**config.mk**
```make
export PLATFORM = sky130hd
export DESIGN_NAME = writeback_unit
export DESIGN_NICKNAME = d
export VERILOG_FILES = /design/src/rtl/wb_fifo.sv /design/src/rtl/writeback_unit.sv
export SDC_FILE = /design/constraint.sdc
export NUM_CORES = 1
export LEC_CHECK = 0
export ABC_AREA = 0
export CAP_MARGIN = 20
export CORE_ASPECT_RATIO = 1.25
export CORE_UTILIZATION = 48
export CTS_CLUSTER_SIZE = 14
export DETAILED_ROUTE_END_ITERATION = 10
export GPL_TIMING_DRIVEN = 0
export PLACE_DENSITY = 0.79
export SLEW_MARGIN = 20
export SYNTH_ARGS = -nofsm -noshare
export SYNTH_HDL_FRONTEND = slang
export SYNTH_SLANG_ARGS = --single-unit
```
**constraint.sdc**
```tcl
create_clock -name clk -period 3.8 [get_ports clk]
set_input_delay 0.76 -clock clk [delete_from_list [all_inputs] [get_ports clk]]
set_output_delay 0.76 -clock clk [all_outputs]
set_load 0.01 [all_outputs]
```
**src/rtl/wb_fifo.sv**
```systemverilog
`default_nettype none
// ----------------------------------------------------------------------------
// wb_fifo : count-based synchronous FIFO holding pending load results
// rev 1.0
// ----------------------------------------------------------------------------
module wb_fifo #(
  parameter int WIDTH = 19,
  parameter int DEPTH = 2
) (
  input  logic             clk,
  input  logic             rst,
  input  logic             push_i,
  input  logic [WIDTH-1:0] push_data_i,
  input  logic             pop_i,
  output logic [WIDTH-1:0] head_o,
  output logic             full_o,
  output logic             empty_o
);

  localparam int PTR_W = $clog2(DEPTH);
  localparam int CNT_W = $clog2(DEPTH + 1);

  logic [WIDTH-1:0] mem_q [DEPTH];
  logic [PTR_W-1:0] wr_ptr_q, rd_ptr_q;
  logic [CNT_W-1:0] count_q, count_d;

  assign full_o  = (count_q == CNT_W'(DEPTH));
  assign empty_o = (count_q == '0);
  assign head_o  = mem_q[rd_ptr_q];

  always_comb begin
    count_d = count_q;
    if (push_i && !pop_i)      count_d = count_q + CNT_W'(1);
    else if (!push_i && pop_i) count_d = count_q - CNT_W'(1);
  end

  always_ff @(posedge clk) begin
    if (!rst) begin
      wr_ptr_q <= '0;
      rd_ptr_q <= '0;
      count_q  <= '0;
    end else begin
      if (push_i) begin
        mem_q[wr_ptr_q] <= push_data_i;
        wr_ptr_q        <= wr_ptr_q + PTR_W'(1);
      end
      if (pop_i) rd_ptr_q <= rd_ptr_q + PTR_W'(1);
      count_q <= count_d;
    end
  end

endmodule
`default_nettype wire

```
**src/rtl/writeback_unit.sv**
```systemverilog
`default_nettype none
// ----------------------------------------------------------------------------
// writeback_unit : ALU/load write-port arbiter with load-pending scoreboard
// rev 1.0
// ----------------------------------------------------------------------------
module writeback_unit #(
  parameter int DATA_W   = 16,
  parameter int ADDR_W   = 3,
  parameter int LQ_DEPTH = 2
) (
  input  logic                 clk,
  input  logic                 rst,
  input  logic                 alu_valid,
  input  logic [ADDR_W-1:0]    alu_dest,
  input  logic [DATA_W-1:0]    alu_data,
  input  logic                 load_issue_valid,
  input  logic [ADDR_W-1:0]    load_issue_dest,
  input  logic                 mem_valid,
  output logic                 mem_ready,
  input  logic [ADDR_W-1:0]    mem_dest,
  input  logic [DATA_W-1:0]    mem_data,
  output logic                 write_enable,
  output logic [ADDR_W-1:0]    write_destination,
  output logic [DATA_W-1:0]    write_data,
  output logic [2**ADDR_W-1:0] pending
);

  localparam int NREGS   = 1 << ADDR_W;
  localparam int ENTRY_W = ADDR_W + DATA_W;

  logic [ENTRY_W-1:0] head;
  logic               fifo_full, fifo_empty;
  logic               push, pop;
  logic [ADDR_W-1:0]  head_dest;
  logic [DATA_W-1:0]  head_data;

  logic               we_q;
  logic [ADDR_W-1:0]  wa_q;
  logic [DATA_W-1:0]  wd_q;
  logic [NREGS-1:0]   pending_q, pending_d;

  assign mem_ready = !fifo_full;
  assign push      = mem_valid && !fifo_full;
  // ALU has fixed priority; the buffer only drains on ALU-idle cycles
  assign pop       = !alu_valid && !fifo_empty;
  assign head_dest = head[ENTRY_W-1 -: ADDR_W];
  assign head_data = head[DATA_W-1:0];

  wb_fifo #(
    .WIDTH (ENTRY_W),
    .DEPTH (LQ_DEPTH)
  ) u_fifo (
    .clk         (clk),
    .rst         (rst),
    .push_i      (push),
    .push_data_i ({mem_dest, mem_data}),
    .pop_i       (pop),
    .head_o      (head),
    .full_o      (fifo_full),
    .empty_o     (fifo_empty)
  );

  // Set is applied after clear so a same-edge re-issue keeps the bit high
  always_comb begin
    pending_d = pending_q;
    if (pop)              pending_d[head_dest]       = 1'b0;
    if (load_issue_valid) pending_d[load_issue_dest] = 1'b1;
  end

  always_ff @(posedge clk) begin
    if (!rst) begin
      we_q      <= 1'b0;
      wa_q      <= '0;
      wd_q      <= '0;
      pending_q <= '0;
    end else begin
      we_q      <= alu_valid || pop;
      pending_q <= pending_d;
      if (alu_valid) begin
        wa_q <= alu_dest;
        wd_q <= alu_data;
      end else if (pop) begin
        wa_q <= head_dest;
        wd_q <= head_data;
      end
    end
  end

  assign write_enable      = we_q;
  assign write_destination = wa_q;
  assign write_data        = wd_q;
  assign pending           = pending_q;

endmodule
`default_nettype wire

```
# [After elaboration in Yosys (flattened, before gate mapping)]
# Memory sizes are Yosys's and may differ from the RTL's. A register that Yosys moved wholly into a read port is not among the register bits.
# Index checks and enable logic that the tools add are counted.
[word_totals] wordCells=52 ram_bits=38 in_bits=46 regBits=32 output_inout_bits=29 mem_count=1
[classes] eq_ne=1 magnitude_cmp=4 reduce_logical=15 addsub=4 muxes=17 n_bitwise=3
[mem_list] memory="u_fifo.mem_q" depth=2 width=19 read_ports=1 rd_clocked_by_memory_dff=1 wr=1 line="wb_fifo.sv:23" source="logic [WIDTH-1:0] mem_q [DEPTH];"
[ops] op="two-way mux 16 bit" n=2
[ops] op="two-way mux 8 bit" n=2
[ops] op="bitwise AND 8 bit" n=1
[ops] op="less-than comparator 3 x 4 -> 1 bit, second input constant" n=2
[ops] op="inverter 8 bit" n=1
[ops] op="OR 8 bit" n=1
[ops] op="two-way mux 1 bit" n=7
[ops] op="demux 1 bit (select 3 bit)" n=2
[ops] op=">= comparator 3 x 1 -> 1 bit, second input constant" n=2
[ops] op="logical AND 1 bit" n=6
[ops] op="two-way mux 3 bit" n=2
[ops] op="zero test 1 bit" n=5
[ops] op="two-way mux 2 bit" n=2
[ops] op="nonzero test 2 bit" n=2
[ops] op="adder 1 bit, second input constant" n=2
[ops] op="adder 2 x 1 -> 2 bit, second input constant" n=1
[ops] op="equality test 2 bit, second input constant" n=1
[ops] op="zero test 2 bit" n=1
[ops] op="subtractor 2 x 1 -> 2 bit, second input constant" n=1
[ops] op="logical OR 1 bit" n=1

# [Longest topological paths before layout]
# Gate-level depths: netlist of run 1.
[depth] word_depth=9 mapped_depth=6 mapped_depth_nobuf=6

# [Modules after synthesis]
# A second synthesis of run 1 with hierarchy kept.
[hier_totals] cells_unflattened=215 hier_area_um2=2895.3
[modules_own_cells] mod="wb_fifo" area_per_inst_um2=1592.8 instances=1 cells_per_inst=82 seq_area_each_um2=1241.2
[modules_own_cells] mod="writeback_unit" area_per_inst_um2=1302.5 instances=1 cells_per_inst=133 seq_area_each_um2=560.5

# [Worst setup path before layout of run 1]
# OpenSTA, ideal clock, no wires.
[synth_path] path_type="input -> register" start="input rst" end="memory u_fifo.mem_q[0][0], enable pin" setup_time_ns=0.444 setup_slack_ns=0.345 t_required_ns=3.356 stages=3 path_buffers=1 t_arrival_ns=3.011 cell_sequence="clkbuf_1 -> inv_2 -> nor4_1"
[synth_via] elab_chain_len=2
[synth_lines] element="start, declared" line="writeback_unit.sv:12" source="input logic rst,"
[synth_lines] element="two-way mux 1 bit" line="wb_fifo.sv:38" source="if (!rst) begin"
[synth_lines] element="two-way mux 1 bit (not written as such)" line="wb_fifo.sv:44" source="mem_q[wr_ptr_q] <= push_data_i;"
[synth_lines] element="end, declared" line="wb_fifo.sv:23"
# Every way passes these cells.

# [Worst setup path in the final report of run 1]
[layout_path] start="register u_fifo.count_q[1]" end="output mem_ready"
[layout_via] elab_chain_len=2
[layout_lines] element="start, declared" line="wb_fifo.sv:25" source="logic [CNT_W-1:0] count_q, count_d;"
[layout_lines] element="start signal, assigned" line="wb_fifo.sv:48" source="count_q <= count_d;"
[layout_lines] element="equality test 2 bit" line="wb_fifo.sv:27" source="assign full_o = (count_q == CNT_W'(DEPTH));"
[layout_lines] element="zero test 1 bit" line="writeback_unit.sv:42" source="assign mem_ready = !fifo_full;"
[layout_lines] element="end, declared" line="writeback_unit.sv:19" source="output logic mem_ready,"
# Every way passes these cells.

==> report_table.html, run 1 <==
<table>
<tr><th>Metric</th><th>Value</th></tr>
<tr><th colspan="2">Critical path</th></tr>
<tr><td>Required time at the worst-slack endpoint</td><td>3.04 ns</td></tr>
<tr><td>Worst EP arrival</td><td>1.66 ns</td></tr>
<tr><td>Cells on worst reg2reg path</td><td>3</td></tr>
<tr><td>Crit path max fanout</td><td>6</td></tr>
<tr><td>Endpoint class of the critical path</td><td>primary output</td></tr>
<tr><td>Kind of critical path</td><td>register to primary output</td></tr>
<tr><td>Worst reg2reg endpoint</td><td>u_fifo.mem_q[1][8]</td></tr>
<tr><td>Kind of start point of the critical path</td><td>register</td></tr>
<tr><td>Flop-to-flop setup slack</td><td>1.88 ns</td></tr>
<tr><td>Crit Reg-Reg Startpoint</td><td>u_fifo.count_q[0]</td></tr>
<tr><th colspan="2">STA</th></tr>
<tr><td>Final Setup Violations</td><td>0</td></tr>
<tr><td>Maximum frequency from static timing analysis</td><td>slightly above 400 MHz</td></tr>
<tr><td>Post-route fraction of the period consumed by the critical path</td><td>63.8%</td></tr>
<tr><td>Final critical path time including I/O delays and setup</td><td>about 2.4 ns</td></tr>
<tr><td>Hold Violations, Final</td><td>0</td></tr>
<tr><td>Setup slack of the critical path after layout</td><td>1.38 ns</td></tr>
<tr><td>Layout Skew</td><td>0.00833 ns</td></tr>
<tr><td>Transition time of the tightest slew-check pin</td><td>0.998 ns</td></tr>
<tr><td>Final Max Slew Viols</td><td>0</td></tr>
<tr><td>Unrepaired setup endpoints after global routing</td><td>false</td></tr>
<tr><td>Slew headroom</td><td>roughly 33%</td></tr>
<tr><th colspan="2">Synthesis</th></tr>
<tr><td>Ys Warns</td><td>0</td></tr>
<tr><td>Count of unique library cells instantiated by Yosys</td><td>35</td></tr>
<tr><td>Library cell with the largest summed area after synthesis</td><td>sky130_fd_sc_hd__edfxtp_1</td></tr>
<tr><td>Synth Net Count</td><td>299</td></tr>
<tr><td>Fraction of the yosys area taken by sequential cells</td><td>61.4%</td></tr>
<tr><td>Dominant cells by area after synthesis</td><td>sky130_fd_sc_hd__edfxtp_1, sky130_fd_sc_hd__dfxtp_1, sky130_fd_sc_hd__mux2i_1, sky130_fd_sc_hd__a211o_1, sky130_fd_sc_hd__a21oi_1</td></tr>
<tr><td>Synthesized area</td><td>2930 µm²</td></tr>
<tr><td>Top-area cell type share of the netlist area</td><td>about two fifths</td></tr>
<tr><td>Instance count of the mapped netlist</td><td>252</td></tr>
<tr><td>Per-instance average area after synthesis</td><td>11.6 µm²</td></tr>
<tr><td>Flip-flop and latch count after synthesis</td><td>71</td></tr>
<tr><th colspan="2">Power and ir drop</th></tr>
<tr><td>Worst IR drop on VDD</td><td>439 µV</td></tr>
<tr><td>Power Dens Cells</td><td>580 nW/µm²</td></tr>
<tr><td>Cell leakage power</td><td>0.00139 µW</td></tr>
<tr><th colspan="2">Clock network</th></tr>
<tr><td>Root buffer cell</td><td>sky130_fd_sc_hd__clkbuf_8</td></tr>
<tr><td>Clk_lat worst skew</td><td>0.34 ns</td></tr>
<tr><td>Clock tree from TritonCTS</td><td>yes</td></tr>
<tr><td>Buffer depth of the longest clock path</td><td>2</td></tr>
<tr><td>CTS HTree Levels</td><td>3</td></tr>
<tr><td>Clock sink count</td><td>71</td></tr>
<tr><td>Total CTS buffers</td><td>9</td></tr>
<tr><td>Hold buffer count at CTS</td><td>0</td></tr>
<tr><td>Post-CTS Setup Repair Bufs</td><td>0</td></tr>
<tr><td>Clock-pin slew on the worst setup and hold paths</td><td>0.07 ns</td></tr>
<tr><td>Number of gates resized after CTS</td><td>0</td></tr>
<tr><th colspan="2">Global route</th></tr>
<tr><td>GRT Residual Overflow</td><td>0</td></tr>
<tr><td>GR Layer Usage met3</td><td>4.96%</td></tr>
<tr><td>Largest net degree at the start of global routing</td><td>20</td></tr>
<tr><td>Antenna violations before repair</td><td>0</td></tr>
<tr><td>Number of global-route vias before repair</td><td>2200</td></tr>
<tr><td>GRT Max-Usage Layer</td><td>met2</td></tr>
<tr><td>M2 GR Usage</td><td>between 30% and 40%</td></tr>
<tr><td>GR met1 Demand/Resource</td><td>25.0%</td></tr>
<tr><td>Aggregate global-route resource usage</td><td>a little over a fifth</td></tr>
<tr><td>Global-route wire length before repair</td><td>10.0 mm</td></tr>
<tr><th colspan="2">Cells and area</th></tr>
<tr><td>Area overhead of the layout relative to synthesis</td><td>36.1%</td></tr>
<tr><td>Number of antenna repair diodes</td><td>0</td></tr>
<tr><td>Area used by multi-input combinational logic</td><td>1030 µm²</td></tr>
<tr><td>Filler instances</td><td>471</td></tr>
<tr><td>Final nets</td><td>386</td></tr>
<tr><td>Summed area of non-filler cells in the final layout</td><td>3990 µm²</td></tr>
<tr><td>Share of cells above drive strength 1</td><td>7.85%</td></tr>
<tr><td>Register area</td><td>1800 µm²</td></tr>
<tr><th colspan="2">Job</th></tr>
<tr><td># Max-Cap Violations</td><td>0</td></tr>
<tr><th colspan="2">Place</th></tr>
<tr><td>Post-Place Cell Area</td><td>3790 µm²</td></tr>
<tr><td>Worst slack at placement</td><td>1.07 ns</td></tr>
<tr><td>Detailed-placement wirelength estimate</td><td>4.38 mm</td></tr>
<tr><td>Count of port buffers added during placement</td><td>73</td></tr>
<tr><td>Final GP Congestion</td><td>0.799</td></tr>
<tr><th colspan="2">Drt</th></tr>
<tr><td>First DRT Iteration DRCs</td><td>132</td></tr>
<tr><td>Post-detailed-route via-to-cell ratio</td><td>5.35</td></tr>
<tr><td>Post-Route WL</td><td>6.26 mm</td></tr>
<tr><td>Wire length per cell after detailed routing</td><td>roughly 15 µm</td></tr>
<tr><td>Remaining antenna violation count</td><td>0</td></tr>
<tr><td>DRC violations left</td><td>0</td></tr>
<tr><td>Via count</td><td>about 2300</td></tr>
<tr><td>Number of iterations in the first detailed-routing pass</td><td>5</td></tr>
<tr><th colspan="2">Min path</th></tr>
<tr><td>Cell count of the worst hold path</td><td>2</td></tr>
<tr><td>Hold Crit Endpoint</td><td>pending[2]</td></tr>
<tr><td>Path category of the worst min-delay check</td><td>register to register</td></tr>
<tr><td>Worst hold start</td><td>pending[2]</td></tr>
<tr><th colspan="2">Floorplan</th></tr>
<tr><td>Core area</td><td>5860 µm²</td></tr>
<tr><td>Die area</td><td>6430 µm²</td></tr>
<tr><td>Die Span X</td><td>71.9 µm</td></tr>
<tr><td>Cell Rows</td><td>31</td></tr>
<tr><td>Height of the die</td><td>89.4 µm</td></tr>
<tr><td>Initial core utilization</td><td>50.1%</td></tr>
<tr><td>I/O pin cnt</td><td>75</td></tr>
<tr><th colspan="2">Outcome</th></tr>
<tr><td>Outcome</td><td>finished, final reports clean</td></tr>
</table>
## flip-flops by register name, summed over array words and instances, names as in the netlist, named ones only
| name | flops |
|---|---|
| pending | 8 |
| u_fifo.mem_q | 38 |
| u_fifo.rd_ptr_q | 1 |
| u_fifo.count_q | 2 |
| write_destination | 3 |
| write_data | 16 |
| u_fifo.wr_ptr_q | 1 |
| write_enable | 1 |
## critical path, cell delays in order (launching register included)
cell and delay (ns):
sky130_fd_sc_hd__dfxtp_1 0.41, sky130_fd_sc_hd__nor2b_1 0.35, sky130_fd_sc_hd__inv_1 0.09, sky130_fd_sc_hd__clkdlybuf4s50_1 0.48
## kinds of logic after synthesis
group,after synthesis,synth area share (%)
AOI/OAI and AO/OA,59,13.3
xor gates and xnor gates,3,0.896
adders and majority gates,1,0.427
buffers and inverters,21,3.75
DFF,71,61.4
muxes,20,6.87
and+or+nand+nor,77,13.4
## cells in the final DEF, fill, tap and decap left out, types with 2 or more instances in the layout
cell type | netlist | routed
sky130_fd_sc_hd__dfxtp_1 | 33 | 33
sky130_fd_sc_hd__o21ai_0 | 2 | 2
sky130_fd_sc_hd__or3b_1 | 3 | 3
sky130_fd_sc_hd__xor2_1 | 3 | 3
sky130_fd_sc_hd__mux2i_1 | 19 | 19
sky130_fd_sc_hd__clkinv_2 | 0 | 3
sky130_fd_sc_hd__nand2_1 | 27 | 27
sky130_fd_sc_hd__nor3_1 | 18 | 18
sky130_fd_sc_hd__or3_1 | 3 | 3
sky130_fd_sc_hd__nand3b_1 | 3 | 3
sky130_fd_sc_hd__clkdlybuf4s50_1 | 0 | 73
sky130_fd_sc_hd__clkbuf_1 | 12 | 12
sky130_fd_sc_hd__a211oi_1 | 8 | 8
sky130_fd_sc_hd__nor2_1 | 7 | 7
sky130_fd_sc_hd__buf_4 | 2 | 5
sky130_fd_sc_hd__edfxtp_1 | 38 | 38
sky130_fd_sc_hd__nor2b_1 | 2 | 2
sky130_fd_sc_hd__o21ai_1 | 7 | 7
sky130_fd_sc_hd__clkinvlp_4 | 0 | 2
sky130_fd_sc_hd__nand4_1 | 2 | 2
sky130_fd_sc_hd__inv_1 | 2 | 2
sky130_fd_sc_hd__buf_6 | 3 | 3
sky130_fd_sc_hd__a211o_1 | 18 | 18
sky130_fd_sc_hd__clkbuf_8 | 0 | 10
sky130_fd_sc_hd__a21oi_1 | 22 | 22
sky130_fd_sc_hd__nand3_1 | 3 | 3
sky130_fd_sc_hd__nand4b_1 | 3 | 3
## per-layer routing
metal	vias to the layer above	share of wire [%]
met3	9	5.7
met2	89	52
li1	1115	-
met5	-	0
met4	0	1.6
met1	1064	41
## cell usage after synthesis, drive strengths merged
cell    number
buf          6
edfxtp      38
xor2         3
and2         1
clkbuf      12
or3          3
nand2       27
nor3        18
o21bai       1
dfxtp       33
nand3        3
nor2         7
nor4         1
a21oi       22
nand4b       3
nand2b       1
mux2         1
inv          3
a211oi       8
o32ai        1
nor4b        1
a211o       18
and3         1
nand3b       3
mux2i       19
ha           1
or2          1
nor2b        2
or3b         3
nand4        2
o21ai        9
## worst max-delay path by stage
stage	from	end	slack (ns)	depth (start not counted)
after CTS	u_fifo.count_q[1]	mem_ready	1.37	3
after floorplan	rst	u_fifo.mem_q[0][0]	0.34	3
after global routing	u_fifo.count_q[1]	mem_ready	1.27	3
after detailed placement	mem_valid	u_fifo.mem_q[1][7]	1.07	4
final	u_fifo.count_q[1]	mem_ready	1.38	3
after global placement	mem_valid	u_fifo.mem_q[0][10]	-1.09	3
## through the flow
step / TNS, ns / hold slack [ns] / power (µW) / utilization (%) / std cells
floorplan: 0 / 0.467 / 1470 / - / 252
global route: 0 / 0.481 / 2440 / 68.2 / 426
finish: 0 / 0.453 / 2320 / 68.2 / 426
global placement: -20.68 / 0.439 / 1710 / 64.3 / 407
CTS: 0 / 0.460 / 2330 / 68.2 / 426
detailed placement: 0 / 0.450 / 1730 / 64.8 / 410
## area by class of cell
class	instances	share of cell area, %
clock buffers	10	3.45
clock inverters	6	1.50
repair buffers	76	18.9
multi-input cells	160	25.7
plain buffers	18	2.48
flip-flops and latches	71	45.1
inverters	3	0.282
well taps	82	2.57
## power by group
group	internal, µW	switching (µW)	leakage [µW]
registers	907	49.0	0.000620
logic	380	388	0.000672
clock network	317	275	0.0000981
total	1600	712	0.00139
Power figures use the tool's default switching activity.
==> inputs of run 2 (changes only) <==
--- a/config.mk
+++ b/config.mk
@@ -8,11 +8,11 @@
 export ABC_AREA = 0
 export CAP_MARGIN = 20
 export CORE_ASPECT_RATIO = 1.25
-export CORE_UTILIZATION = 48
+export CORE_UTILIZATION = 44
 export CTS_CLUSTER_SIZE = 14
 export DETAILED_ROUTE_END_ITERATION = 10
 export GPL_TIMING_DRIVEN = 0
-export PLACE_DENSITY = 0.79
+export PLACE_DENSITY = 0.76
 export SLEW_MARGIN = 20
 export SYNTH_ARGS = -nofsm -noshare
 export SYNTH_HDL_FRONTEND = slang
==> constraint.sdc (replaced) <==
create_clock -name clk -period 2.2 [get_ports clk]
set_input_delay 0.44 -clock clk [delete_from_list [all_inputs] [get_ports clk]]
set_output_delay 0.44 -clock clk [all_outputs]
set_load 0.01 [all_outputs]
==> report_table.html, run 2 (synthesized netlist as in run 1, its figures left out) <==
<table>
<tr><th>Metric</th><th>Value</th></tr>
<tr><th colspan="2">Critical path</th></tr>
<tr><td>Critical path buffers and inverters</td><td>2</td></tr>
<tr><td>Cell family with most CP delay</td><td>buffers and inverters</td></tr>
<tr><td>Kind of critical path</td><td>register to primary output</td></tr>
<tr><td>Cells on worst reg2reg path</td><td>3</td></tr>
<tr><td>Slowest CP cell</td><td>sky130_fd_sc_hd__clkdlybuf4s50_1</td></tr>
<tr><td>Sequence of cells on the critical path</td><td>nor2b_2 &gt; inv_1 &gt; clkdlybuf4s50_1</td></tr>
<tr><td>Cell count along the critical path</td><td>3</td></tr>
<tr><td>Worst EP arrival</td><td>between 1.5 and 2 ns</td></tr>
<tr><td>Required time at the worst-slack endpoint</td><td>1.76 ns</td></tr>
<tr><td>Crit path max fanout</td><td>6</td></tr>
<tr><td>Endpoint class of the critical path</td><td>primary output</td></tr>
<tr><td>Crit path largest cell delay</td><td>0.49 ns</td></tr>
<tr><td>Kind of start point of the critical path</td><td>register</td></tr>
<tr><th colspan="2">Global route</th></tr>
<tr><td>Antenna violations before repair</td><td>0</td></tr>
<tr><td>Aggregate global-route resource usage</td><td>20.6%</td></tr>
<tr><td>GRT Residual Overflow</td><td>0</td></tr>
<tr><td>Largest net degree at the start of global routing</td><td>20</td></tr>
<tr><td>Global-route wire length before repair</td><td>10.3 mm</td></tr>
<tr><td>Number of global-route vias before repair</td><td>about 2200</td></tr>
<tr><th colspan="2">Floorplan</th></tr>
<tr><td>Cell Rows</td><td>32</td></tr>
<tr><td>Core area</td><td>6290 µm²</td></tr>
<tr><td>Initial core utilization</td><td>46.7%</td></tr>
<tr><td>I/O pin cnt</td><td>75</td></tr>
<tr><td>Die Span X</td><td>75.0 µm</td></tr>
<tr><td>Die area</td><td>7000 µm²</td></tr>
<tr><td>Height of the die</td><td>93.3 µm</td></tr>
<tr><th colspan="2">Power and ir drop</th></tr>
<tr><td>Clock Power Share</td><td>25.2%</td></tr>
<tr><td>Int Power</td><td>about 2800 µW</td></tr>
<tr><td>Worst IR drop on VDD</td><td>536 µV</td></tr>
<tr><td>Power Dens Cells</td><td>1000 nW/µm²</td></tr>
<tr><td>Sw frac</td><td>30.6%</td></tr>
<tr><td>Cell leakage power</td><td>0.00138 µW</td></tr>
<tr><td>Power Total</td><td>3990 µW</td></tr>
<tr><td>Sequential cell fraction of total power</td><td>41.5%</td></tr>
<tr><td>Portion of total power attributed to combinational logic</td><td>between 30% and 40%</td></tr>
<tr><td>Net load switching power</td><td>~1200 µW</td></tr>
<tr><th colspan="2">Cells and area</th></tr>
<tr><td>Share of cells above drive strength 1</td><td>7.02%</td></tr>
<tr><td>Register area</td><td>1800 µm²</td></tr>
<tr><td>Number of antenna repair diodes</td><td>0</td></tr>
<tr><td>Final nets</td><td>roughly 380</td></tr>
<tr><td>Most common cell after layout, fill and taps aside</td><td>sky130_fd_sc_hd__clkdlybuf4s50_1</td></tr>
<tr><td>Largest reg by FF count</td><td>u_fifo.mem_q</td></tr>
<tr><td>Number of flip-flops in the largest register</td><td>38</td></tr>
<tr><td>Area overhead of the layout relative to synthesis</td><td>36.0%</td></tr>
<tr><td>Filler instances</td><td>512</td></tr>
<tr><td>Area used by multi-input combinational logic</td><td>1040 µm²</td></tr>
<tr><td>Most used cells in the layout excluding fill and tap cells</td><td>sky130_fd_sc_hd__clkdlybuf4s50_1, sky130_fd_sc_hd__edfxtp_1, sky130_fd_sc_hd__dfxtp_1</td></tr>
<tr><th colspan="2">STA</th></tr>
<tr><td>Maximum frequency from static timing analysis</td><td>476 MHz</td></tr>
<tr><td>Layout Skew</td><td>0.00525 ns</td></tr>
<tr><td>Slew headroom</td><td>38.2%</td></tr>
<tr><td>Final Max Slew Viols</td><td>0</td></tr>
<tr><td>Hold Violations, Final</td><td>0</td></tr>
<tr><td>Post-route fraction of the period consumed by the critical path</td><td>95.4%</td></tr>
<tr><td>Final Setup Violations</td><td>0</td></tr>
<tr><td>Transition time of the tightest slew-check pin</td><td>0.927 ns</td></tr>
<tr><td>Final critical path time including I/O delays and setup</td><td>2.10 ns</td></tr>
<tr><td>Final-layout worst hold slack</td><td>between 0.4 and 0.5 ns</td></tr>
<tr><td>Unrepaired setup endpoints after global routing</td><td>false</td></tr>
<tr><th colspan="2">Outcome</th></tr>
<tr><td>Outcome</td><td>finished, final reports clean</td></tr>
<tr><th colspan="2">Drt</th></tr>
<tr><td>Remaining antenna violation count</td><td>0</td></tr>
<tr><td>DRC violations left</td><td>0</td></tr>
<tr><td>Via count</td><td>2246</td></tr>
<tr><td>First DRT Iteration DRCs</td><td>roughly 130</td></tr>
<tr><td>Wire length per cell after detailed routing</td><td>about 15 µm</td></tr>
<tr><td>Number of iterations in the first detailed-routing pass</td><td>4</td></tr>
<tr><td>Post-detailed-route via-to-cell ratio</td><td>between 5 and 6</td></tr>
<tr><td>Post-Route WL</td><td>between 6 and 7 mm</td></tr>
<tr><th colspan="2">Clock network</th></tr>
<tr><td>Clock tree from TritonCTS</td><td>yes</td></tr>
<tr><td>Clock sink count</td><td>roughly 70</td></tr>
<tr><td>Buffer depth of the longest clock path</td><td>2</td></tr>
<tr><td>Total CTS buffers</td><td>9</td></tr>
<tr><td>Post-CTS Setup Repair Bufs</td><td>0</td></tr>
<tr><td>Hold buffer count at CTS</td><td>0</td></tr>
<tr><td>Root buffer cell</td><td>sky130_fd_sc_hd__clkbuf_8</td></tr>
<tr><td>Clock-pin slew on the worst setup and hold paths</td><td>about 0.070 ns</td></tr>
<tr><td>Clk_lat worst skew</td><td>0.35 ns</td></tr>
<tr><td>CTS HTree Levels</td><td>3</td></tr>
<tr><th colspan="2">Min path</th></tr>
<tr><td>Path category of the worst min-delay check</td><td>register to register</td></tr>
<tr><td>Cell count of the worst hold path</td><td>2</td></tr>
<tr><th colspan="2">Place</th></tr>
<tr><td>Count of port buffers added during placement</td><td>73</td></tr>
<tr><td>Detailed-placement wirelength estimate</td><td>4.53 mm</td></tr>
<tr><td>Final GP Congestion</td><td>0.807</td></tr>
<tr><th colspan="2">Job</th></tr>
<tr><td># Max-Cap Violations</td><td>0</td></tr>
</table>
==> run 2: power by group through the flow <==
| stage | Clock [µW] | Sequential (µW) | Combinational, µW |
|---|---|---|---|
| after floorplan | 0 | 1700 | 844 |
| after global placement | 0 | 1680 | 1290 |
| after detailed placement | 0 | 1680 | 1330 |
| after CTS | 1030 | 1650 | 1330 |
| after global routing | 1080 | 1670 | 1460 |
| final | 1010 | 1660 | 1330 |
==> run 2: worst min-delay path: cells and delay by family, from the launching register on <==
| family | cells | cell delay [ns] |
|---|---|---|
| compound gates | 1 | 0.05 |
| simple gates | 1 | 0.05 |
| flops | 1 | 0.31 |
==> run 2: final cells by class <==
class	count	share of cell area [%]
buffer	18	2.48
clock buffer	12	3.64
clock inverter	4	1.13
inverter	3	0.282
multi-input combinational	160	26.0
sequential	71	45.2
tap	85	2.67
timing repair buffer	74	18.6
==> run 2: final timing paths <==
check	start	end	slack (ns)
min reg2reg	pending[6]	pending[6]	0.45
max reg2reg	u_fifo.count_q[0]	u_fifo.mem_q[1][17]	0.28
min	pending[6]	pending[6]	0.45
max	u_fifo.count_q[1]	mem_ready	0.10
==> run 2: stage by stage <==
step                util, %  setup TNS, ns  setup slack [ns]  cell area (µm²)  cells
finish                 63.5              0             0.100             3990    427
global route           63.5              0           0.00473             3990    427
CTS                    63.4              0           0.00969             3990    427
detailed placement     60.4          -4.52            -0.188             3800    411
global placement       60.2          -9.48            -0.322             3780    410
floorplan                 -              0             0.270             2950    252
==> run 2: what timing repair did <==
action                                  in CTS  in global routing
endpoints found under the setup margin       0                  1
resized for setup                            0                  1
endpoints found under the hold margin        0                  0
==> run 2: per-layer routing <==
metal	up-vias	wire (µm)	track usage (%)
met2	73	3260	33.9
met5	-	0	0
met3	9	333	6.25
li1	1112	-	-
met1	1052	2680	24.1
met4	0	131	9.59
==> inputs of run 3 (changes only) <==
--- a/config.mk
+++ b/config.mk
@@ -8,11 +8,11 @@
 export ABC_AREA = 0
 export CAP_MARGIN = 20
 export CORE_ASPECT_RATIO = 1.25
-export CORE_UTILIZATION = 44
+export CORE_UTILIZATION = 48
 export CTS_CLUSTER_SIZE = 14
 export DETAILED_ROUTE_END_ITERATION = 10
 export GPL_TIMING_DRIVEN = 0
-export PLACE_DENSITY = 0.76
+export PLACE_DENSITY = 0.79
 export SLEW_MARGIN = 20
 export SYNTH_ARGS = -nofsm -noshare
 export SYNTH_HDL_FRONTEND = slang
==> constraint.sdc (replaced) <==
create_clock -name clk -period 2 [get_ports clk]
set_input_delay 0.4 -clock clk [delete_from_list [all_inputs] [get_ports clk]]
set_output_delay 0.4 -clock clk [all_outputs]
set_load 0.01 [all_outputs]
==> report_table.html, run 3 (synthesized netlist as in run 1, its figures left out) <==
<table>
<tr><th>Metric</th><th>Value</th></tr>
<tr><th colspan="2">Outcome</th></tr>
<tr><td>Outcome</td><td>finished, final reports clean</td></tr>
<tr><th colspan="2">Drt</th></tr>
<tr><td>Via count</td><td>approximately 2300</td></tr>
<tr><td>Remaining antenna violation count</td><td>0</td></tr>
<tr><td>Post-Route WL</td><td>6.49 mm</td></tr>
<tr><td>DRC violations left</td><td>0</td></tr>
<tr><td>Post-detailed-route via-to-cell ratio</td><td>5.37</td></tr>
<tr><td>First DRT Iteration DRCs</td><td>71</td></tr>
<tr><td>Number of iterations in the first detailed-routing pass</td><td>4</td></tr>
<tr><td>Wire length per cell after detailed routing</td><td>15.3 µm</td></tr>
<tr><th colspan="2">Floorplan</th></tr>
<tr><td>Die area</td><td>6430 µm²</td></tr>
<tr><td>Cell Rows</td><td>31</td></tr>
<tr><td>Core area</td><td>between 5000 and 6000 µm²</td></tr>
<tr><td>Initial core utilization</td><td>50.1%</td></tr>
<tr><td>I/O pin cnt</td><td>75</td></tr>
<tr><td>Die Span X</td><td>about 72 µm</td></tr>
<tr><td>Height of the die</td><td>89.4 µm</td></tr>
<tr><th colspan="2">Clock network</th></tr>
<tr><td>Clk_lat worst skew</td><td>0.35 ns</td></tr>
<tr><td>Clock sink count</td><td>71</td></tr>
<tr><td>Clock-pin slew on the worst setup and hold paths</td><td>0.07 ns</td></tr>
<tr><td>Root buffer cell</td><td>sky130_fd_sc_hd__clkbuf_8</td></tr>
<tr><td>Hold buffer count at CTS</td><td>0</td></tr>
<tr><td>Total CTS buffers</td><td>9</td></tr>
<tr><td>Buffer depth of the longest clock path</td><td>2</td></tr>
<tr><td>CTS HTree Levels</td><td>3</td></tr>
<tr><td>Clock tree from TritonCTS</td><td>yes</td></tr>
<tr><th colspan="2">Cells and area</th></tr>
<tr><td>Number of flip-flops in the largest register</td><td>38</td></tr>
<tr><td>Most common cell after layout, fill and taps aside</td><td>sky130_fd_sc_hd__clkdlybuf4s50_1</td></tr>
<tr><td>Final nets</td><td>384</td></tr>
<tr><td>Number of antenna repair diodes</td><td>0</td></tr>
<tr><td>Share of cells above drive strength 1</td><td>7.60%</td></tr>
<tr><td>Largest reg by FF count</td><td>u_fifo.mem_q</td></tr>
<tr><td>Final Instance Count excl. Fillers</td><td>424</td></tr>
<tr><td>Most used cells in the layout excluding fill and tap cells</td><td>sky130_fd_sc_hd__clkdlybuf4s50_1, sky130_fd_sc_hd__edfxtp_1, sky130_fd_sc_hd__dfxtp_1</td></tr>
<tr><td>Area overhead of the layout relative to synthesis</td><td>37.3%</td></tr>
<tr><td>Filler instances</td><td>approximately 460</td></tr>
<tr><th colspan="2">STA</th></tr>
<tr><td>Transition time of the tightest slew-check pin</td><td>0.870 ns</td></tr>
<tr><td>Layout Skew</td><td>roughly 0.0081 ns</td></tr>
<tr><td>Final critical path time including I/O delays and setup</td><td>1.88 ns</td></tr>
<tr><td>Post-route fraction of the period consumed by the critical path</td><td>94.2%</td></tr>
<tr><td>Unrepaired setup endpoints after global routing</td><td>false</td></tr>
<tr><td>Final total negative setup slack</td><td>0 ns</td></tr>
<tr><td>Maximum frequency from static timing analysis</td><td>between 500 and 600 MHz</td></tr>
<tr><td>Hold Violations, Final</td><td>0</td></tr>
<tr><td>Slew headroom</td><td>41.6%</td></tr>
<tr><td>Setup slack of the critical path after layout</td><td>0.115 ns</td></tr>
<tr><td>Final-layout worst hold slack</td><td>approximately 0.42 ns</td></tr>
<tr><td>Final Setup Violations</td><td>0</td></tr>
<tr><td>Final Max Slew Viols</td><td>0</td></tr>
<tr><th colspan="2">Critical path</th></tr>
<tr><td>Sequence of cells on the critical path</td><td>nor2b_4 &gt; inv_1 &gt; clkdlybuf4s50_1</td></tr>
<tr><td>Cell family with most CP delay</td><td>buffers and inverters</td></tr>
<tr><td>Crit path largest cell delay</td><td>~0.52 ns</td></tr>
<tr><td>Kind of start point of the critical path</td><td>register</td></tr>
<tr><td>Endpoint class of the critical path</td><td>primary output</td></tr>
<tr><td>Critical path buffers and inverters</td><td>2</td></tr>
<tr><td>Flop-to-flop setup slack</td><td>0.12 ns</td></tr>
<tr><td>Slowest CP cell</td><td>sky130_fd_sc_hd__clkdlybuf4s50_1</td></tr>
<tr><td>Kind of critical path</td><td>register to primary output</td></tr>
<tr><td>Required time at the worst-slack endpoint</td><td>roughly 1.6 ns</td></tr>
<tr><td>Worst reg2reg endpoint</td><td>u_fifo.mem_q[0][15]</td></tr>
<tr><td>Crit Reg-Reg Startpoint</td><td>u_fifo.count_q[0]</td></tr>
<tr><td>Worst EP arrival</td><td>between 1 and 1.5 ns</td></tr>
<tr><td>Cells on worst reg2reg path</td><td>3</td></tr>
<tr><td>Crit path max fanout</td><td>6</td></tr>
<tr><th colspan="2">Global route</th></tr>
<tr><td>Number of global-route vias before repair</td><td>2128</td></tr>
<tr><td>Global-route wire length before repair</td><td>10.0 mm</td></tr>
<tr><td>Aggregate global-route resource usage</td><td>21.5%</td></tr>
<tr><td>Antenna violations before repair</td><td>0</td></tr>
<tr><td>Largest net degree at the start of global routing</td><td>20</td></tr>
<tr><td>GRT Residual Overflow</td><td>0</td></tr>
<tr><th colspan="2">Place</th></tr>
<tr><td>Placed insts</td><td>408</td></tr>
<tr><td>Final GP Congestion</td><td>roughly 0.8</td></tr>
<tr><td>Count of port buffers added during placement</td><td>73</td></tr>
<tr><td>Worst slack at placement</td><td>-0.360 ns</td></tr>
<tr><td>Detailed-placement wirelength estimate</td><td>4.46 mm</td></tr>
<tr><th colspan="2">Min path</th></tr>
<tr><td>Cell count of the worst hold path</td><td>3</td></tr>
<tr><td>Path category of the worst min-delay check</td><td>input port to register</td></tr>
<tr><td>Hold Crit Endpoint</td><td>pending[4]</td></tr>
<tr><td>Worst hold start</td><td>rst</td></tr>
<tr><th colspan="2">Job</th></tr>
<tr><td># Max-Cap Violations</td><td>0</td></tr>
<tr><th colspan="2">Power and ir drop</th></tr>
<tr><td>Power Dens Cells</td><td>1140 nW/µm²</td></tr>
<tr><td>Worst IR drop on VDD</td><td>~810 µV</td></tr>
<tr><td>Cell leakage power</td><td>~0.0014 µW</td></tr>
</table>
run 3: repair_timing:
item | in CTS | in global routing
pin swaps | 0 | 1
resized for setup | 2 | 2
endpoints found under the setup margin | 1 | 30
buffers inserted | 0 | 0
run 3: routing by layer:
| metal | wire length [µm] | GRT usage (%) |
|---|---|---|
| met5 | 0 | 0 |
| met4 | 97 | 7.66 |
| met3 | 290 | 6.09 |
| met2 | 3360 | 37.7 |
| met1 | 2730 | 25.2 |
run 3: through the flow:
stage / area, µm² / utilization [%] / power (µW)
2_1_floorplan: 2950 / - / 2800
3_3_place_gp: 3780 / 64.6 / 3260
3_5_place_dp: 3790 / 64.8 / 3300
4_1_cts: 4020 / 68.7 / 4600
5_1_grt: 4030 / 68.7 / 4810
6_report: 4030 / 68.7 / 4580
run 3: layout make-up:
class,count,area (µm²),area share [%]
plain buffers,18,98.8,2.45
clock buffers,13,159,3.95
clock inverters,3,65.1,1.62
inverters,3,11.3,0.280
multi-input cells,160,1040,25.9
flip-flops and latches,71,1800,44.8
well taps,82,103,2.55
repair buffers,74,742,18.4
run 3: tightest hold or removal path, delay by kind of cell:
kind                   cells  cell delay (ns)
buffers and inverters      1             0.17
and+or+nand+nor            1             0.11
AOI/OAI and AO/OA          1             0.05
run 3: how the worst max path moves through the flow:
| stage | end | from | depth (start not counted) |
|---|---|---|---|
| after floorplan | u_fifo.mem_q[1][0] | rst | 3 |
| after global placement | u_fifo.mem_q[0][14] | mem_valid | 3 |
| after detailed placement | u_fifo.mem_q[1][15] | mem_valid | 4 |
| after CTS | u_fifo.mem_q[1][6] | mem_valid | 4 |
| after global routing | u_fifo.count_q[1] | alu_valid | 6 |
| final | mem_ready | u_fifo.count_q[0] | 3 |
run 3: report_power, final:
group | switching [µW] | total (µW) | internal, µW
registers | 102 | 1830 | 1730
logic | 739 | 1470 | 729
clock network | 520 | 1290 | 770
total | 1360 | 4580 | 3220
